<file path="src/rtl/fast_pkg.sv">
// rtl/fast_pkg.sv - shared defaults, derived constants and state type for the FAST frame controller
package fast_pkg;

  localparam int DEF_COL_NUM    = 640;
  localparam int DEF_ROW_NUM    = 480;
  localparam int DEF_PATCH_SIZE = 7;
  localparam int HALF           = DEF_PATCH_SIZE / 2;
  localparam int COORD_W        = 10;

  typedef enum logic {
    IDLE = 1'b0,
    RUN  = 1'b1
  } state_t;

endpackage

</file>
<file path="src/rtl/fast_pos_counter.sv">
// rtl/fast_pos_counter.sv - raster column/row counter with line wrap and last-pixel flag
module fast_pos_counter
  import fast_pkg::*;
#(
  parameter int COL_NUM = DEF_COL_NUM,
  parameter int ROW_NUM = DEF_ROW_NUM
) (
  input  logic               clk,
  input  logic               rst_n,
  input  logic               clr,
  input  logic               en,
  output logic [COORD_W-1:0] col,
  output logic [COORD_W-1:0] row,
  output logic               last
);

  localparam logic [COORD_W-1:0] COL_MAX = COORD_W'(COL_NUM - 1);
  localparam logic [COORD_W-1:0] ROW_MAX = COORD_W'(ROW_NUM - 1);

  logic col_end;

  // end-of-line and end-of-frame decode of the current position
  always_comb begin
    col_end = (col == COL_MAX);
    last    = col_end & (row == ROW_MAX);
  end

  // advance one pixel per enable; the frame's last pixel returns both counters to 0
  always_ff @(posedge clk or negedge rst_n) begin
    if (!rst_n) begin
      col <= '0;
      row <= '0;
    end else if (clr) begin
      col <= '0;
      row <= '0;
    end else if (en) begin
      if (col_end) begin
        col <= '0;
        row <= last ? '0 : row + 1'b1;
      end else begin
        col <= col + 1'b1;
      end
    end
  end

endmodule

</file>
<file path="src/rtl/fast_frame_ctrl.sv">
// rtl/fast_frame_ctrl.sv - FAST frame sequencer (option: FAST_FRAME_CTRL_LAST_CHECK_EN enables s_last checking)
module fast_frame_ctrl
  import fast_pkg::*;
#(
  parameter int COL_NUM     = DEF_COL_NUM,
  parameter int ROW_NUM     = DEF_ROW_NUM,
  parameter int PATCH_SIZE  = DEF_PATCH_SIZE,
  parameter int PIXEL_WIDTH = 8
) (
  input  logic                   clk,
  input  logic                   rst_n,
  input  logic                   start,
  input  logic                   s_valid,
  input  logic [PIXEL_WIDTH-1:0] s_data,
  input  logic                   s_last,
  output logic                   s_ready,
  input  logic                   m_ready,
  output logic                   lb_ce,
  output logic [PIXEL_WIDTH-1:0] lb_data,
  output logic                   patch_vld,
  output logic [COORD_W-1:0]     ctr_x,
  output logic [COORD_W-1:0]     ctr_y,
  output logic                   busy,
  output logic                   frame_done,
  output logic [15:0]            frame_cnt,
  output logic                   err
);

  localparam int HALF_SZ = PATCH_SIZE / 2;
  localparam logic [COORD_W-1:0] EDGE = COORD_W'(2 * HALF_SZ);
  localparam logic [COORD_W-1:0] OFFS = COORD_W'(HALF_SZ);

  state_t             state;
  state_t             state_nxt;
  logic               accept;
  logic               go;
  logic               last;
  logic               full;
  logic [COORD_W-1:0] col;
  logic [COORD_W-1:0] row;

  fast_pos_counter #(
    .COL_NUM (COL_NUM),
    .ROW_NUM (ROW_NUM)
  ) u_pos (
    .clk   (clk),
    .rst_n (rst_n),
    .clr   (go),
    .en    (accept),
    .col   (col),
    .row   (row),
    .last  (last)
  );

  // handshake and line-buffer pass-through; the line buffer only moves on an accepted pixel
  always_comb begin
    busy    = (state == RUN);
    s_ready = busy & m_ready;
    accept  = s_valid & s_ready;
    go      = (state == IDLE) & start;
    lb_ce   = accept;
    lb_data = s_data;
    full    = (col >= EDGE) & (row >= EDGE);
  end

  // next state: arm on start, finish on acceptance of the final pixel
  always_comb begin
    state_nxt = state;
    case (state)
      IDLE:    if (start) state_nxt = RUN;
      RUN:     if (accept && last) state_nxt = IDLE;
      default: state_nxt = IDLE;
    endcase
  end

  // state register
  always_ff @(posedge clk or negedge rst_n) begin
    if (!rst_n) state <= IDLE;
    else        state <= state_nxt;
  end

  // patch qualification and centre, aligned with the window updated by this accept
  always_ff @(posedge clk or negedge rst_n) begin
    if (!rst_n) begin
      patch_vld <= 1'b0;
      ctr_x     <= '0;
      ctr_y     <= '0;
    end else begin
      patch_vld <= accept & full;
      if (accept) begin
        ctr_x <= col - OFFS;
        ctr_y <= row - OFFS;
      end
    end
  end

  // frame completion pulse and wrapping frame counter
  always_ff @(posedge clk or negedge rst_n) begin
    if (!rst_n) begin
      frame_done <= 1'b0;
      frame_cnt  <= '0;
    end else begin
      frame_done <= accept & last;
      if (accept && last) frame_cnt <= frame_cnt + 16'd1;
    end
  end

`ifdef FAST_FRAME_CTRL_LAST_CHECK_EN
  // sticky flag when s_last disagrees with the counted frame end; cleared when a frame is armed
  always_ff @(posedge clk or negedge rst_n) begin
    if (!rst_n)                         err <= 1'b0;
    else if (go)                        err <= 1'b0;
    else if (accept && (s_last != last)) err <= 1'b1;
  end
`else
  logic unused_last;
  assign unused_last = s_last;
  assign err         = 1'b0;
`endif

endmodule

</file>
<file path="config.mk">
export PLATFORM = sky130hd
export DESIGN_NAME = fast_frame_ctrl
export DESIGN_NICKNAME = d
export VERILOG_FILES = /design/src/rtl/fast_pkg.sv /design/src/rtl/fast_pos_counter.sv /design/src/rtl/fast_frame_ctrl.sv
export SDC_FILE = /design/constraint.sdc
export NUM_CORES = 1
export LEC_CHECK = 0
export CELL_PAD_IN_SITES_DETAIL_PLACEMENT = 0
export CELL_PAD_IN_SITES_GLOBAL_PLACEMENT = 2
export CORE_MARGIN = 4
export CORE_UTILIZATION = 31
export CTS_CLUSTER_DIAMETER = 80
export DETAILED_ROUTE_END_ITERATION = 7
export GPL_TIMING_DRIVEN = 0
export PLACE_DENSITY_LB_ADDON = 0.25
export SYNTH_ARGS = -nofsm -noshare
export SYNTH_HDL_FRONTEND = slang
export SYNTH_SLANG_ARGS = --single-unit
</file>
<file path="constraint.sdc">
create_clock -name clk -period 3.1 [get_ports clk]
set_clock_uncertainty 0.15 [all_clocks]
set_input_delay 0.31 -clock clk [delete_from_list [all_inputs] [get_ports clk]]
set_output_delay 0.31 -clock clk [all_outputs]
set_load 0.1 [all_outputs]
</file>
==> impl_metrics.json, run 1 <==
{
  "status": "finished, final reports clean",
  "h-tree-depth": 3,
  "rsz0062_at_grt": "no",
  "synth-main-ff-cell": "sky130_fd_sc_hd__dfrtp_1",
  "syn-mean-instance-area_sq_um": 9.53,
  "first_pass_grt_wire_length_mm": 13.2,
  "highest_clock_rate_mhz": 340,
  "final-setup-viol-count": 0,
  "report.final.hold_viol_count": 0,
  "clock_tree.buffer_depth": 2,
  "routed_wire_length_per_instance_microns": 14.6,
  "timing.critical_path.cells": "clkdlybuf4s50_1, nand3_1, clkbuf_1, inv_1, clkbuf_2, clkdlybuf4s15_1",
  "vias": 2567,
  "instances_no_fill": 530,
  "path_depth": 6,
  "crit_family": "buffers and inverters",
  "antenna_found_initial": 0,
  "drc": 0,
  "initialDrtViolationCount": 96,
  "ys_ff_latch": 59,
  "critical_path_buf_inv_count": 5,
  "synth.yosys.seq_area_share_pct": 47.4,
  "critical_path.max_fanout": 10,
  "grt_remaining_overflow": 0,
  "std_cell_rows": 36,
  "postSynthNetCount": 346,
  "grt_pass1_vias": 2569,
  "yosys.area_share.simple_pct": 22.6,
  "fraction_of_layout_instances_using_a_drive_strength_above_1_pct": 10.8,
  "synthCells": 327,
  "clock_latency_at_the_later_pin_of_the_worst_skew_pair_ns": 0.34,
  "synth.yosys.warnings": 0,
  "dp_cells": 513,
  "synth_adder_area_share_pct": 2.01,
  "arrival_time_of_the_worst_setup_path_ns": 2.48,
  "crit_type": "in2out",
  "period_share_pct": 95.0,
  "floorplan.die_area_sq_um": 11700,
  "synth_edf_count": 0,
  "leakage_uw": 0.00175,
  "pin_count_of_the_biggest_net_entering_global_routing": 60,
  "port_buffers": 53,
  "chipHeight_microns": 108,
  "vdd_drop_max_mv": 0.355,
  "drt_first_pass_iters": 4,
  "worst_ep_required_time_ns": 2.64,
  "floorplan.initialDensity_pct": 31.9,
  "number_of_diodes_added_for_antenna_fixing": 0,
  "cts_buffers": 9,
  "cts.root.buffer_cell": "sky130_fd_sc_hd__clkbuf_8",
  "worstHoldPathType": "reg2reg",
  "synth_compound_gate_area_share_pct": 11.5,
  "fillers": 1016,
  "timing.hold.ws_ns": 0.321,
  "clock_sink_count": 59,
  "syn_to_final_growth_pct": 28.7,
  "worst_r2r_endpoint": "u_pos.row[9]",
  "globalRouteTotalUtil_pct": 14.4,
  "area_share_of_xor_xnor_cells_in_the_synthesized_design_pct": 9.00,
  "synth.mux.area_fraction_pct": 0.683,
  "end_kind": "output pin",
  "post-route-min-period_ns": 2.94,
  "dieWidth_microns": 108,
  "slew-limit-headroom_pct": 34.2,
  "top_level_ports": 64,
  "final_common_cell": "sky130_fd_sc_hd__dfrtp_1",
  "timing.critical_path.from": "m_ready",
  "clk_pin_slew_worst_paths_ns": 0.07,
  "synth.distinct_cells": 48,
  "dpl.hpwl_mm": 5.36,
  "nNetsFinal": 411,
  "cellPowerDensity_nw_per_um2": 631,
  "worst_path_largest_cell_delay_ns": 0.86,
  "critical_path.startpoint_type": "primary input",
  "async_flop_share_pct": 100,
  "cp-endpoint": "lb_ce",
  "antenna_violating_nets_post_route": 0,
  "synth.cell_area_sq_um": 3120,
  "worst-slew-pin-transition_ns": 0.985,
  "wirelength_mm": 7.76,
  "setup.reg_to_reg.worst_slack_ns": 0.34,
  "placement.cell_area_sq_um": 3810,
  "finalInstanceArea_sq_um": 4010,
  "core-area_sq_um": 9770,
  "most_frequent_cells_in_the_layout": "59 x sky130_fd_sc_hd__dfrtp_1, 51 x sky130_fd_sc_hd__clkdlybuf4s50_1, 35 x sky130_fd_sc_hd__nand2_1",
  "drv_cap": 0,
  "vias_per_cell": 4.84,
  "critical-path-slowest-cell": "sky130_fd_sc_hd__clkdlybuf4s15_1",
  "place_congestion": 0.776,
  "post_cts_buffers": 0,
  "synth_top_family_by_area": "simple AND/OR/NAND/NOR gates",
  "drv_slew": 0,
  "tritoncts": "built",
  "r2r-start": "u_pos.col[1]",
  "reg2regPathDepth": 6
}
[cells in the mapped netlist, types with 4 or more instances]
cell type | number | share of area, %
sky130_fd_sc_hd__dfrtp_1 | 59 | 47
sky130_fd_sc_hd__nand2_1 | 35 | 4.2
sky130_fd_sc_hd__o21ai_0 | 26 | 4.2
sky130_fd_sc_hd__xnor2_1 | 26 | 7.3
sky130_fd_sc_hd__clkbuf_1 | 19 | 2.3
sky130_fd_sc_hd__nand4_1 | 13 | 2.6
sky130_fd_sc_hd__nor3_1 | 13 | 2.1
sky130_fd_sc_hd__nor2_1 | 12 | 1.4
sky130_fd_sc_hd__and3_1 | 11 | 2.2
sky130_fd_sc_hd__nand3_1 | 11 | 1.8
sky130_fd_sc_hd__buf_4 | 10 | 2.4
sky130_fd_sc_hd__a21oi_1 | 9 | 1.4
sky130_fd_sc_hd__inv_1 | 7 | 0.84
sky130_fd_sc_hd__xor2_1 | 6 | 1.7
sky130_fd_sc_hd__ha_1 | 5 | 2.0
sky130_fd_sc_hd__or3_1 | 5 | 1.0
sky130_fd_sc_hd__or4_1 | 5 | 1.2
sky130_fd_sc_hd__a31oi_1 | 4 | 0.80
sky130_fd_sc_hd__and4_1 | 4 | 1.1
sky130_fd_sc_hd__buf_2 | 4 | 0.64
sky130_fd_sc_hd__nor4_1 | 4 | 0.80
[cell type report]
cell class,count,area [sq um],share of cell area (%)
Buffer,35,183,4.56
Clock buffer,12,155,3.87
Clock inverter,4,25.0,0.624
Inverter,7,26.3,0.655
Multi-Input combinational cell,226,1440,35.9
Sequential cell,59,1480,36.8
Tap cell,133,166,4.15
Timing Repair Buffer,54,538,13.4
[timing repair]
action,in CTS,in global routing
endpoints found under the setup margin,1,4
cloned,0,0
hold endpoints to repair,59,0
hold buffers,1,0
resized for setup,1,2
[metrics by stage]
step,util (%),worst slack (ns),setup TNS (ns),total power [uW]
after global routing,41.0,0.0180,0,2660
after detailed placement,39.0,-0.139,-0.139,1900
final,41.0,0.155,0,2530
after global placement,39.0,-0.483,-28.38,1890
after CTS,40.9,0.144,0,2570
after floorplan,-,0.270,0,1660
[kinds of logic (layout without fill, tap and decap cells)]
family | count (synthesis) | after routing
xor+xnor | 32 | 32
buf+inv | 42 | 112
mux | 2 | 2
compound gates | 58 | 58
simple gates | 128 | 128
fa+ha+maj | 5 | 5
other cells | 1 | 1
flops | 59 | 59
[per-layer routing]
metal	up-vias	track usage [%]	wire, microns
met5	-	0	0
met4	0	5.68	98
met3	8	2.87	310
met2	53	21.4	3480
met1	1230	20.5	3870
li1	1276	-	-
[worst min-delay path by stage]
stage,depth (start not counted),start,to
6_report,1,frame_cnt[15],frame_cnt[15]
5_1_grt,1,frame_cnt[15],frame_cnt[15]
4_1_cts,1,frame_cnt[15],frame_cnt[15]
3_5_place_dp,1,rst_n,ctr_x[6]
3_3_place_gp,2,ctr_y[1],ctr_y[1]
2_1_floorplan,0,rst_n,busy
[flip-flops by register name, summed over array words and instances, names as in the netlist]
register,count
busy,1
u_pos.row,10
ctr_x,10
patch_vld,1
frame_cnt,16
u_pos.col,10
ctr_y,10
frame_done,1
[where the power goes]
part | switching [uW] | internal [uW]
Sequential | 52.7 | 853
Clock | 323 | 331
Combinational | 735 | 235
Total | 1110 | 1420
(Power assumes the default switching activity.)
==> run 2: changes to the inputs <==
Settings changed: HOLD_SLACK_MARGIN set to 0.12, SETUP_SLACK_MARGIN set to 0.3.
==> run 2 against run 1 <==
Effect of this change: critical endpoint is now frame_cnt[9]; routed wire length is 2.2% lower; clock power is 8.6% higher; largest cell class unchanged; clock-buffer cell count is 1 lower; utilization is 0.32 points higher; largest power group unchanged; final cell count stayed put; critical path type is now reg2reg; first-iteration DRC count is 11% lower.
==> impl_metrics.json, run 2 (synthesis gave the netlist of run 1 again) <==
{
  "vias_per_cell": 4.84,
  "cellPowerDensity_nw_per_um2": 640,
  "fraction_of_layout_instances_using_a_drive_strength_above_1_pct": 12.3,
  "critical_path_buf_inv_count": 1,
  "highest_clock_rate_mhz": 388,
  "use_met2_pct": 20.6,
  "vias": 2563,
  "tritoncts": "built",
  "largest_reg_by_ff_count": "frame_cnt",
  "final-setup-viol-count": 0,
  "period_share_pct": 83.1,
  "first_pass_grt_wire_length_mm": 12.7,
  "switching_share_pct": 42.8,
  "power.total_uw": 2590,
  "core-area_sq_um": 9770,
  "power_switching_uw": 1110,
  "post_cts_buffers": 0,
  "drv_slew": 0,
  "worst-slew-pin-transition_ns": 0.980,
  "met3_usage_pct": 3.28,
  "vdd_drop_max_mv": 0.304,
  "routed_wire_length_per_instance_microns": 14.3,
  "clock_latency_at_the_later_pin_of_the_worst_skew_pair_ns": 0.34,
  "h-tree-depth": 3,
  "dpl_worst_slack_ns": -0.138,
  "crit_family": "simple AND/OR/NAND/NOR gates",
  "cts.root.buffer_cell": "sky130_fd_sc_hd__clkbuf_8",
  "nNetsFinal": 411,
  "dieWidth_microns": 108,
  "crit_type": "reg2reg",
  "clock_sink_count": 59,
  "grt_busiest_layer": "met2",
  "worstHoldPathType": "reg2reg",
  "antenna_violating_nets_post_route": 0,
  "worst_path_largest_cell_delay_ns": 0.80,
  "groute.layer.met1.usage_pct": 19.5,
  "seq_power_share_pct": 35.0,
  "report.final.hold_viol_count": 0,
  "leakage_uw": 0.00178,
  "fin_setup_tns_ns": 0,
  "wirelength_mm": 7.59,
  "drc": 0,
  "floorplan.die_area_sq_um": 11700,
  "path_depth": 5,
  "most_frequent_cells_in_the_layout": "57 x sky130_fd_sc_hd__dfrtp_1, 51 x sky130_fd_sc_hd__clkdlybuf4s50_1, 35 x sky130_fd_sc_hd__nand2_1",
  "end_kind": "register",
  "arrival_time_of_the_worst_setup_path_ns": 2.66,
  "clock_tree.buffer_depth": 2,
  "p_clk_share_pct": 27.5,
  "chipHeight_microns": 108,
  "initialDrtViolationCount": 85,
  "timing.critical_path.cells": "clkbuf_1, or3b_2, nor4_2, nand4_1, xnor2_1",
  "comb_power_share_pct": 37.5,
  "status": "finished, final reports clean",
  "critical-path-slowest-cell": "sky130_fd_sc_hd__nor4_2",
  "critical_path.startpoint_type": "register",
  "port_buffers": 53,
  "internal_power_uw": 1480,
  "clk_pin_slew_worst_paths_ns": 0.07,
  "post-route-min-period_ns": 2.58,
  "timing.final.ws_setup_ns": 0.523,
  "pin_count_of_the_biggest_net_entering_global_routing": 60,
  "place_congestion": 0.764,
  "largest_reg_flops": 16,
  "grt_pass1_vias": 2446,
  "hold_depth": 2,
  "critical_path.max_fanout": 10,
  "std_cell_rows": 36,
  "top_level_ports": 64,
  "slew-limit-headroom_pct": 34.5,
  "dpl.hpwl_mm": 5.32,
  "rsz0062_at_grt": "no",
  "globalRouteTotalUtil_pct": 13.9,
  "floorplan.initialDensity_pct": 31.9,
  "worst_ep_required_time_ns": 3.18,
  "timing.hold.ws_ns": 0.313,
  "drv_cap": 0,
  "grt_remaining_overflow": 0,
  "number_of_diodes_added_for_antenna_fixing": 0,
  "antenna_found_initial": 0,
  "reg2regPathDepth": 5,
  "drt_first_pass_iters": 4,
  "fillers": 1024,
  "cts_buffers": 9,
  "syn_to_final_growth_pct": 29.7,
  "utilization_pct": 41.3,
  "final_common_cell": "sky130_fd_sc_hd__dfrtp_1"
}
## run 2: changes by cell type in the layout (fill, tap and decap cells not counted), sizes merged
cell	delta
bufinv	+1
clkbuf	-1
clkinv	+1
clkinvlp	-1
## run 2: through the flow
step | instances | cell area [sq um]
5_1_grt | 530 | 4040
2_1_floorplan | 327 | 3120
4_1_cts | 530 | 4030
3_3_place_gp | 513 | 3810
6_report | 530 | 4040
3_5_place_dp | 513 | 3810
## run 2: final timing paths
kind                              startpoint           end  slack [ns]
worst min register to register      ctr_y[2]      ctr_y[2]        0.31
worst max register to register  u_pos.row[5]  frame_cnt[9]        0.52
worst max-delay path            u_pos.row[5]  frame_cnt[9]        0.52
worst min-delay path                ctr_y[2]      ctr_y[2]        0.31
max in group asynchronous              rst_n          busy        1.82
min in group asynchronous              rst_n      ctr_x[5]        0.45
## run 2: power by group through the flow
stage / Clock [uW] / Combinational [uW] / Sequential [uW]
6_report: 710 / 970 / 906
2_1_floorplan: 0 / 282 / 1380
3_3_place_gp: 0 / 974 / 919
4_1_cts: 736 / 978 / 907
5_1_grt: 774 / 1030 / 920
3_5_place_dp: 0 / 976 / 922
## run 2: area by class of cell
cell class | instances | area, sq um | area share [%]
Buffer | 35 | 185 | 4.58
Clock inverter | 5 | 52.6 | 1.30
Timing Repair Buffer | 54 | 539 | 13.3
Tap cell | 133 | 166 | 4.12
Sequential cell | 59 | 1480 | 36.6
Clock buffer | 11 | 141 | 3.50
Multi-Input combinational cell | 226 | 1450 | 35.9
Inverter | 7 | 26.3 | 0.650
## run 2: worst reg2reg max path, delay by kind of cell (launching register included)
kind | cells | cell delay [ns]
XOR/XNOR | 1 | 0.18
AND/OR/NAND/NOR | 3 | 1.57
buffers and inverters | 1 | 0.22
flip-flops | 1 | 0.36
## run 2: routing by layer
| layer | wire length (microns) | up-vias |
|---|---|---|
| met5 | 0 | - |
| met4 | 112 | 0 |
| met3 | 397 | 10 |
| met2 | 3290 | 60 |
| met1 | 3790 | 1215 |
| li1 | - | 1278 |
## run 2: what timing repair did
| item | in CTS | in global routing |
|---|---|---|
| gates resized for setup | 5 | 5 |
| hold endpoints to repair | 59 | 0 |
| setup endpoints to repair | 6 | 13 |
| hold buffers | 1 | 0 |
